**config.mk**
```make
export PLATFORM = sky130hd
export DESIGN_NAME = vdata_seg_scanner
export DESIGN_NICKNAME = d
export VERILOG_FILES = /design/src/rtl/vdata_seg_scanner.sv
export SDC_FILE = /design/constraint.sdc
export NUM_CORES = 1
export LEC_CHECK = 0
export CORE_UTILIZATION = 61
export DETAILED_ROUTE_END_ITERATION = 12
export DONT_BUFFER_PORTS = 1
export MAX_ROUTING_LAYER = met4
export PLACE_DENSITY = 0.77
export SLEW_MARGIN = 30
export SYNTH_ARGS = -nofsm -noshare
export SYNTH_HDL_FRONTEND = slang
export SYNTH_SLANG_ARGS = --single-unit
```
**constraint.sdc**
```tcl
create_clock -name CLK -period 5.1 [get_ports CLK]
set_input_delay 1.02 -clock CLK [delete_from_list [all_inputs] [get_ports CLK]]
set_output_delay 1.02 -clock CLK [all_outputs]
set_load 0.01 [all_outputs]
```
**src/rtl/vdata_seg_scanner.sv**
```systemverilog
// 8-digit multiplexed 7-segment scanner for the 32-bit debug value.
// Takes a frame-coherent snapshot, inserts an anti-ghost gap, and supports HOLD and leading-zero blanking.
module vdata_seg_scanner #(
    parameter int SCAN_DIV   = 50000,
    parameter int BLANK_CYC  = 1,
    parameter int ACTIVE_LOW = 1
) (
    input  logic        CLK,
    input  logic        RST,
    input  logic [31:0] Vdata,
    input  logic        HOLD,
    input  logic        LZB,
    output logic [7:0]  SEG,
    output logic [7:0]  AN
);

    localparam int            PW       = $clog2(SCAN_DIV);
    localparam logic [PW-1:0] PRES_MAX = PW'(SCAN_DIV - 1);
    localparam logic [7:0]    OFF      = (ACTIVE_LOW != 0) ? 8'hFF : 8'h00;

    logic [PW-1:0] pres_reg, pres_next;
    logic [2:0]    dig_reg, dig_next;
    logic [31:0]   snap_reg, snap_next;
    logic [7:0]    seg_reg, seg_next;
    logic [7:0]    an_reg, an_next;

    logic [7:0]    digit_live;
    logic          slot_blank;
    logic          lz_blank;
    logic          pres_wrap;
    logic          frame_start;
    logic [3:0]    nib;
    logic [7:0]    glyph_low;
    logic [7:0]    an_onehot;

    // digit_live[k]: some nibble at position k or above is non-zero
    generate
        for (genvar gi = 0; gi < 8; gi++) begin : g_live
            assign digit_live[gi] = |snap_reg[31:4*gi];
        end
    endgenerate

    generate
        if (BLANK_CYC == 0) begin : g_no_gap
            assign slot_blank = 1'b0;
        end else begin : g_gap
            assign slot_blank = (pres_reg < PW'(BLANK_CYC));
        end
    endgenerate

    function automatic logic [7:0] hex_glyph(input logic [3:0] v);
        logic [7:0] g;
        case (v)
            4'h0: g = 8'hC0;
            4'h1: g = 8'hF9;
            4'h2: g = 8'hA4;
            4'h3: g = 8'hB0;
            4'h4: g = 8'h99;
            4'h5: g = 8'h92;
            4'h6: g = 8'h82;
            4'h7: g = 8'hF8;
            4'h8: g = 8'h80;
            4'h9: g = 8'h90;
            4'hA: g = 8'h88;
            4'hB: g = 8'h83;
            4'hC: g = 8'hC6;
            4'hD: g = 8'hA1;
            4'hE: g = 8'h86;
            default: g = 8'h8E;
        endcase
        return g;
    endfunction

    assign pres_wrap   = (pres_reg == PRES_MAX);
    assign frame_start = (dig_reg == 3'd0) && (pres_reg == '0);
    assign nib         = snap_reg[{dig_reg, 2'b00} +: 4];
    assign glyph_low   = hex_glyph(nib);
    assign an_onehot   = 8'b1 << dig_reg;
    assign lz_blank    = LZB && (dig_reg != 3'd0) && !digit_live[dig_reg];

    always_comb begin
        pres_next = pres_wrap ? '0 : pres_reg + 1'b1;
        dig_next  = pres_wrap ? dig_reg + 3'd1 : dig_reg;
        snap_next = (frame_start && !HOLD) ? Vdata : snap_reg;
        seg_next  = OFF;
        an_next   = OFF;
        if (!(slot_blank || lz_blank)) begin
            seg_next = (ACTIVE_LOW != 0) ? glyph_low : ~glyph_low;
            an_next  = (ACTIVE_LOW != 0) ? ~an_onehot : an_onehot;
        end
    end

    always_ff @(posedge CLK) begin
        if (RST) begin
            pres_reg <= '0;
            dig_reg  <= 3'd0;
            snap_reg <= 32'd0;
            seg_reg  <= OFF;
            an_reg   <= OFF;
        end else begin
            pres_reg <= pres_next;
            dig_reg  <= dig_next;
            snap_reg <= snap_next;
            seg_reg  <= seg_next;
            an_reg   <= an_next;
        end
    end

    assign SEG = seg_reg;
    assign AN  = an_reg;

endmodule

```
* Word level (Yosys, flattened, before mapping) *
Memory sizes are Yosys's and may differ from the RTL's. A register that Yosys moved wholly into a read port is not among the register bits.
Index checks and enable logic that the tools add are counted.
Widths: inputs -> output; s select.

storage, ports and cells
  input port bits = 36
  output and inout bits = 16
  ROM bits = 112
  word-level logic and storage cells = 36
  bits in registers = 67
  memories kept = 1

cells by class
  reduce and logical (&&, ||, !) cells = 20
  equality and inequality tests = 1
  shift operators = 2
  $lt $le $gt $ge = 2
  bitwise operators = 1
  multiplexer cells = 2
  $add $sub $neg = 2

memory list
  name             depth  bits a word  read ports  clocked after memory_dff  write ports  RTL line  source
  (no name shown)  16     7            1           1                         0            53        case (v)

operators with widths
  cell                   count
  $reduce_or 32->1       1
  $shiftx 32x6->4        1
  $reduce_or 28->1       1
  $reduce_or 24->1       1
  $reduce_or 20->1       1
  $add 16x1->16 const B  1
  $eq 16x16->1 const B   1
  $logic_not 16->1       1
  $lt 16x1->1 const B    1
  $reduce_or 16->1       1
  $reduce_or 12->1       1
  $not 8->8              1
  $reduce_or 8->1        1
  $shl 1x3->8 const A    1
  $logic_and 1x1->1      4
  $lt 3x4->1 const B     1
  $reduce_or 2->1        2
  $reduce_or 4->1        1
  $add 3x1->3 const B    1
  $bmux 1 s3             1
  $logic_not 3->1        1
  $reduce_bool 3->1      1
  $logic_not 1->1        2
  $logic_or 1x1->1       1
  $mux 1                 1

* Depth between registers and ports, before layout *
Gate-level depths: netlist (run 1).

  word-level depth = 7
  gate-level depth with buffers = 10
  mapped depth without buffers = 7

* Least setup slack after synthesis (run 1) *
Ideal clock, no wire load.

  path type = register to register
  start point = register dig_reg[0]
  end point = register seg_reg[3] (netlist: SEG[3])
  stages on the path, launching flop included = 10
  required time = 4.958 ns
  period minus slack after synthesis = 2.385 ns
  slack = 2.715 ns
  path buffers = 2
  arrival = 2.243 ns
  cell sequence = dfxtp_1 -> buf_6 -> buf_6 -> mux4_2 -> mux2i_1 -> inv_1 -> ha_1 -> mux2_1 -> nor2_1 -> o211ai_1

on the way
  word-level cells in the longest chain between the ends = 6

ends and longest elaborated chain
  element                       RTL line  source
  from (decl)                   22        logic [2:0] dig_reg, dig_next;
  from (signal assigned)        102       dig_reg <= dig_next;
  $bmux 1 s3                    79        assign lz_blank = LZB && (dig_reg != 3'd0) && !digit_live[dig_reg];
  $mux 1 (not written as such)  79
  $logic_not 1->1               79
  $logic_and 1x1->1             79
  $logic_or 1x1->1              87        if (!(slot_blank || lz_blank)) begin
  $reduce_or 2->1 (no line)     -
  to (decl)                     24        logic [7:0] seg_reg, seg_next;

Several ways; a longest one is shown, not always the timed one. The select of a mux whose other input is x is not followed.
A chain may end at the register's enable or synchronous reset.

* Worst setup path after layout (run 1) *
Same ends and word-level chain as after synthesis.

==> results_dict.tcl, run 1 <==
set metrics [dict create \
    core_mm2 0.00479 \
    status "finished clean" \
    setup_tns_ns 0 \
    required_ns 5.27 \
    cts_sinks 66 \
    grt_max_degree 39 \
    grt_pass1_vias 2047 \
    post-route-period-util_pct 55.8 \
    p_total_mw 1.05 \
    fillers 407 \
    start_util_pct 64.6 \
    antenna_found_initial 0 \
    fin_nets 384 \
    die-area_mm2 0.00536 \
    syn_avg_cell_area_um2 9.01 \
    cts.clk_slew.worst_paths_ns 0.06 \
    tightest_slew_ns 0.812 \
    p_sw_uw 260 \
    pwr_density_cell_mw_per_mm2 323 \
    io_pins 52 \
    worstSetupEndpointType "register" \
    switching_share_pct 24.9 \
    hp-class "register to register" \
    power_frac_seq_pct 54.2 \
    setup_viol 0 \
    drc 0 \
    rr_worst_depth 7 \
    place_hpwl_mm 4.23 \
    portBuffers 0 \
    timing.rr.end "SEG[3]" \
    ys_ff_latch 66 \
    insertion_delay_ns 0.33 \
    netlist_instances 343 \
    p_leak_nw 1.18 \
    cts.htree.levels 3 \
    hold_buffers 0 \
    antenna_left 0 \
    hold_violations 0 \
    yosysWarnings 0 \
    largest_register_ffs 32 \
    setup_ws_ns 2.25 \
    path_max_fanout 16 \
    avgRoutedWirePerCell_um 14.8 \
    period_minus_slack_ns 2.85 \
    gr-usage-all-layers_pct 25.1 \
    drive_gt1_share_pct 8.04 \
    clkPwrFrac_pct 35.2 \
    critical_path.startpoint "dig_reg[0]" \
    grt_overflow_total 0 \
    p_int_uw 786 \
    slew_headroom_pct 45.8 \
    rsz0062_at_grt "false" \
    cts_tree "done" \
    worstSetupPathType "register to register" \
    synth_edf_count 0 \
    cts_root_buf "clkbuf_8" \
    diodes 0 \
    syn2layout_area_growth_pct 4.82 \
    place_congestion 0.854 \
    rrSetupSlack_ns 2.25 \
    r2r_start "dig_reg[0]" \
    cts_max_path_buffers 2 \
    pre_cts_ws_ns 2.24 \
    die_h_um 73.2 \
    async_flop_share_pct 0 \
    vdd_drop_max_mv 0.199 \
    synth_fp_nets 393 \
    drt-pass1-iter-count 4 \
    cts_setup_buffers 0 \
    num_rows 25 \
    critPathLaunchType "register" \
    cts_resized 0 \
    drt-vias-per-instance 5.75 \
    dr_total_vias 2319 \
    fmaxAchievable_mhz 351 \
    cts_buffers 9 \
    yosysUniqueCellTypes 42 \
    syn-cell-area_mm2 0.00309 \
    comb_power_share_pct 10.6 \
    clock_skew_ns 0.00506 \
    cp-endpoint "SEG[3]" \
    cp.arrival_ns 3.01 \
    drt-initial-drc-count 143 \
    drt_wl_total_mm 5.97 \
    ys.flop_type "dfxtp_1" \
    die_w_um 73.2 \
    maxCapViolCount 0 \
    drv_slew 0 \
    grt_pass1_wl_mm 9.74 \
    post_dp_cell_area_mm2 0.00306 \
    stdcell_area_mm2 0.00324 \
    ys_seq_area_share_pct 42.8 \
]
-- metrics by stage --
| step | util [%] | instances | hold slack (ns) |
|---|---|---|---|
| floorplan | - | 343 | 0.437 |
| global placement | 63.9 | 389 | 0.450 |
| detailed placement | 63.9 | 389 | 0.456 |
| CTS | 67.2 | 402 | 0.464 |
| global route | 67.7 | 403 | 0.480 |
| finish | 67.7 | 403 | 0.463 |
-- cell families (layout without fill, tap and decap cells) --
logic type,Yosys count,count (layout),share of synthesized area (%)
muxes,18,18,10.6
DFF,66,66,42.8
other,1,1,0.121
and+or+nand+nor,149,149,21.9
adders and majority gates,14,14,5.67
xor gates and xnor gates,15,15,4.25
buffers and inverters,31,24,5.22
AOI/OAI and AO/OA,49,49,9.51
-- power by group through the flow --
stage	clock [mW]	sequential, mW	combinational [mW]
after CTS	0.377	0.567	0.108
after floorplan	0	0.570	0.0987
after global placement	0	0.577	0.105
after global routing	0.395	0.569	0.124
final	0.368	0.567	0.111
after detailed placement	0	0.578	0.107
-- critical path, stage by stage, from the launching register on --
cell and delay, ns:
dfxtp_1 0.80, mux4_2 0.58, mux2i_1 0.37, inv_1 0.17
ha_1 0.27, mux2_1 0.30, nor2_1 0.09, o211ai_1 0.10
-- Yosys cell counts (2+ instances only) --
| cell type | n | share of area, % |
|---|---|---|
| nor4_1 | 9 | 1.8 |
| o211ai_1 | 5 | 1.2 |
| buf_2 | 9 | 1.5 |
| nand3_1 | 12 | 1.9 |
| and4_1 | 2 | 0.57 |
| buf_6 | 4 | 1.5 |
| clkbuf_1 | 7 | 0.85 |
| dfxtp_1 | 66 | 43 |
| a211oi_1 | 2 | 0.49 |
| mux2i_4 | 3 | 2.2 |
| nand2_1 | 78 | 9.5 |
| xor2_1 | 6 | 1.7 |
| o22a_1 | 2 | 0.57 |
| a22oi_1 | 2 | 0.49 |
| nor2b_1 | 2 | 0.40 |
| nand4_1 | 7 | 1.4 |
| ha_1 | 14 | 5.7 |
| a21oi_1 | 33 | 5.3 |
| nor3_2 | 2 | 0.65 |
| nor2_1 | 25 | 3.0 |
| xnor2_1 | 9 | 2.6 |
| inv_1 | 9 | 1.1 |
| mux4_2 | 6 | 4.4 |
| mux2i_1 | 6 | 1.9 |
| mux4_1 | 2 | 1.7 |
| nor3_1 | 5 | 0.81 |
-- worst min-delay path by stage --
stage                  from           end  depth (start not counted)
6_report        snap_reg[4]   snap_reg[4]                          2
2_1_floorplan   pres_reg[0]   pres_reg[0]                          1
3_3_place_gp   snap_reg[12]  snap_reg[12]                          2
5_1_grt        snap_reg[10]  snap_reg[10]                          2
3_5_place_dp    snap_reg[4]   snap_reg[4]                          2
4_1_cts         snap_reg[4]   snap_reg[4]                          2
-- final cells by class --
cell class | count | area [µm²] | share of cell area [%]
Multi-Input combinational cell | 246 | 1620 | 50.1
Timing Repair Buffer | 1 | 15.0 | 0.463
Tap cell | 67 | 83.8 | 2.59
Inverter | 10 | 37.5 | 1.16
Sequential cell | 66 | 1320 | 40.8
Clock buffer | 13 | 159 | 4.91
-- layout by cell type (no fill, tap or decap), types with 2 or more instances in the layout --
master,synthesis,routed
nand3_1,12,12
xnor2_1,9,9
clkbuf_1,7,2
nand2_1,78,78
a21oi_1,33,33
a22oi_1,2,2
inv_1,9,9
and4_1,2,2
nor2b_1,2,2
o211ai_1,5,5
nor4_1,9,9
mux2i_4,3,3
ha_1,14,14
nor2_1,25,25
clkbuf_8,0,11
mux2i_1,6,6
nand4_1,7,7
xor2_1,6,6
dfxtp_1,66,66
mux4_2,6,6
a211oi_1,2,2
mux4_1,2,2
nor3_1,5,5
o22a_1,2,2
-- layer usage --
layer  vias to the layer above  track usage [%]  part of all wire, %
met5                         -                -                    0
met4                         0             11.1                  1.2
met3                         7             6.63                  6.1
met2                        82             36.2                   47
met1                      1071             33.0                   46
li1                       1159                -                    -
(Power assumes the default switching activity.)
==> run 2: changes to the inputs <==
CORE_UTILIZATION = 56   (was 61)
PLACE_DENSITY = 0.74   (was 0.77)
clock period = 2.5 ns   (was 5.1 ns; I/O delays follow)
==> run 2 against run 1 <==
Against the previous run: sequential share of layout area shrank 1.8 points; utilization shrank 2.5 points; worst setup slack got worse by 2.1 ns; critical endpoint is now SEG[0].
==> results_dict.tcl, run 2 (synthesis gave the netlist of run 1 again) <==
set metrics [dict create \
    status "finished clean" \
    drc 0 \
    hp-class "input pin to register" \
    critPathMaxStageDelay_ns 0.60 \
    cp.arrival_ns 2.61 \
    clkPwrFrac_pct 46.1 \
    diodes 0 \
    required_ns 2.77 \
    period_minus_slack_ns 2.34 \
    grt_overflow_total 0 \
    cts_root_buf "clkbuf_8" \
    rr_worst_depth 6 \
    dp.cells 401 \
    rsz0062_at_grt "false" \
    critPathLaunchType "register" \
    drt-pass1-iter-count 4 \
    min_from "RST" \
    cts_max_path_buffers 2 \
    layout_commonest_cell "nand2_1" \
    hold_buffers 0 \
    io_pins 52 \
    post-route-period-util_pct 93.5 \
    largest_register_ffs 32 \
    cts_tree "done" \
    final_cell_mix "78 x nand2_1, 66 x dfxtp_1, 33 x a21oi_1" \
    cp_slowest_cell "mux4_1" \
    insertion_delay_ns 0.35 \
    portBuffers 0 \
    worstSetupEndpointType "register" \
    clock_skew_ns 0.0101 \
    p_int_mw 1.97 \
    drt_wl_total_mm 6.23 \
    min_to "pres_reg[2]" \
    power_frac_seq_pct 45.0 \
    p_leak_nw 1.27 \
    start_util_pct 59.4 \
    r2r_start "dig_reg[0]" \
    worstSetupPathType "register to register" \
    place_hpwl_mm 4.40 \
    switching_share_pct 23.5 \
    cts_sinks 66 \
    hold-path-cell-count 1 \
    drt-initial-drc-count 166 \
    antenna_found_initial 0 \
    grt_pass1_vias 2204 \
    vdd_drop_max_mv 0.568 \
    drive_gt1_share_pct 11.0 \
    cts.htree.levels 3 \
    pwr_density_cell_mw_per_mm2 759 \
    core_mm2 0.00520 \
    p_sw_uw 606 \
    cts.clk_slew.worst_paths_ns 0.07 \
    fmaxAchievable_mhz 428 \
    grt_max_degree 39 \
    fin_nets 392 \
    hold_violations 0 \
    grt_pass1_wl_mm 10.6 \
    maxCapViolCount 0 \
    antenna_left 0 \
    cts_setup_buffers 0 \
    crit_chain "buf_4 > mux4_1 > mux2i_4 > nor2b_1 > or3b_1 > nand4_1" \
    tightest_slew_ns 0.839 \
    slew_headroom_pct 44.0 \
    syn2layout_area_growth_pct 9.80 \
    cts_resized 0 \
    fillers 444 \
    path_max_fanout 12 \
    setup_viol 0 \
    comb_power_share_pct 8.9 \
    timing.rr.end "SEG[0]" \
    stdcell_count 417 \
    die_w_um 76.3 \
    cts_buffers 9 \
    avgRoutedWirePerCell_um 14.9 \
    rrSetupSlack_ns 0.16 \
    drv_slew 0 \
    num_rows 26 \
    gr-usage-all-layers_pct 23.7 \
    die_h_um 76.3 \
    setup_tns_ns 0 \
    die-area_mm2 0.00582 \
    place_congestion 0.986 \
    dr_total_vias 2344 \
    drt-vias-per-instance 5.62 \
]
==> run 2: changes by cell type in the layout (fill, tap and decap cells not counted), moves of 2 or more <==
| cell | before | now |
|---|---|---|
| bufinv_16 | 0 | 4 |
| clkbuf_8 | 11 | 9 |
| clkbuf_1 | 2 | 0 |
| buf_4 | 0 | 9 |
==> run 2: cell type report <==
| class | count | area (µm²) | share of cell area, % |
|---|---|---|---|
| clock buffers | 9 | 124 | 3.65 |
| clock inverters | 7 | 141 | 4.17 |
| inverters | 10 | 37.5 | 1.11 |
| multi-input cells | 246 | 1610 | 47.6 |
| flip-flops and latches | 66 | 1320 | 38.9 |
| well taps | 70 | 87.6 | 2.58 |
| repair buffers | 9 | 67.6 | 1.99 |
==> run 2: how the worst max path moves through the flow <==
| stage | startpoint | to | cells past startpoint |
|---|---|---|---|
| 2_1_floorplan | dig_reg[0] | SEG[3] | 9 |
| 3_3_place_gp | dig_reg[0] | SEG[3] | 8 |
| 3_5_place_dp | dig_reg[0] | SEG[3] | 8 |
| 4_1_cts | dig_reg[0] | SEG[3] | 8 |
| 5_1_grt | dig_reg[0] | SEG[0] | 6 |
| 6_report | dig_reg[0] | SEG[0] | 6 |
==> run 2: routing by layer <==
layer / vias to the layer above / wire length, µm / share of wire, % / track usage [%]
met5: - / 0 / 0 / -
met4: 0 / 96 / 1.5 / 10.2
met3: 11 / 343 / 5.5 / 5.87
met2: 60 / 2860 / 46 / 34.9
met1: 1097 / 2930 / 47 / 31.0
li1: 1176 / - / - / -
==> run 2: per-stage QoR <==
| stage | instance area (µm²) | setup WS [ns] | utilization (%) | hold WS (ns) | power, mW |
|---|---|---|---|---|---|
| CTS | 3390 | 0.159 | 65.2 | 0.206 | 2.58 |
| detailed placement | 3130 | 0.164 | 60.1 | 0.455 | 1.41 |
| floorplan | 3090 | 0.115 | - | 0.437 | 1.36 |
| global route | 3390 | 0.0206 | 65.2 | 0.200 | 2.67 |
| finish | 3390 | 0.162 | 65.2 | 0.215 | 2.57 |
| global placement | 3130 | 0.200 | 60.1 | 0.452 | 1.40 |
==> run 2: critical path, delay by kind of cell, from the launching register on <==
kind                   cells  cell delay [ns]
multiplexers               2             0.98
AND/OR/NAND/NOR            3             0.59
buffers and inverters      1             0.22
flip-flops                 1             0.49
==> run 2: power groups by stage <==
stage	combinational [mW]	clock [mW]	sequential [mW]
4_1_cts	0.229	1.19	1.16
2_1_floorplan	0.201	0	1.16
3_5_place_dp	0.228	0	1.18
5_1_grt	0.258	1.25	1.16
6_report	0.229	1.19	1.16
3_3_place_gp	0.222	0	1.18
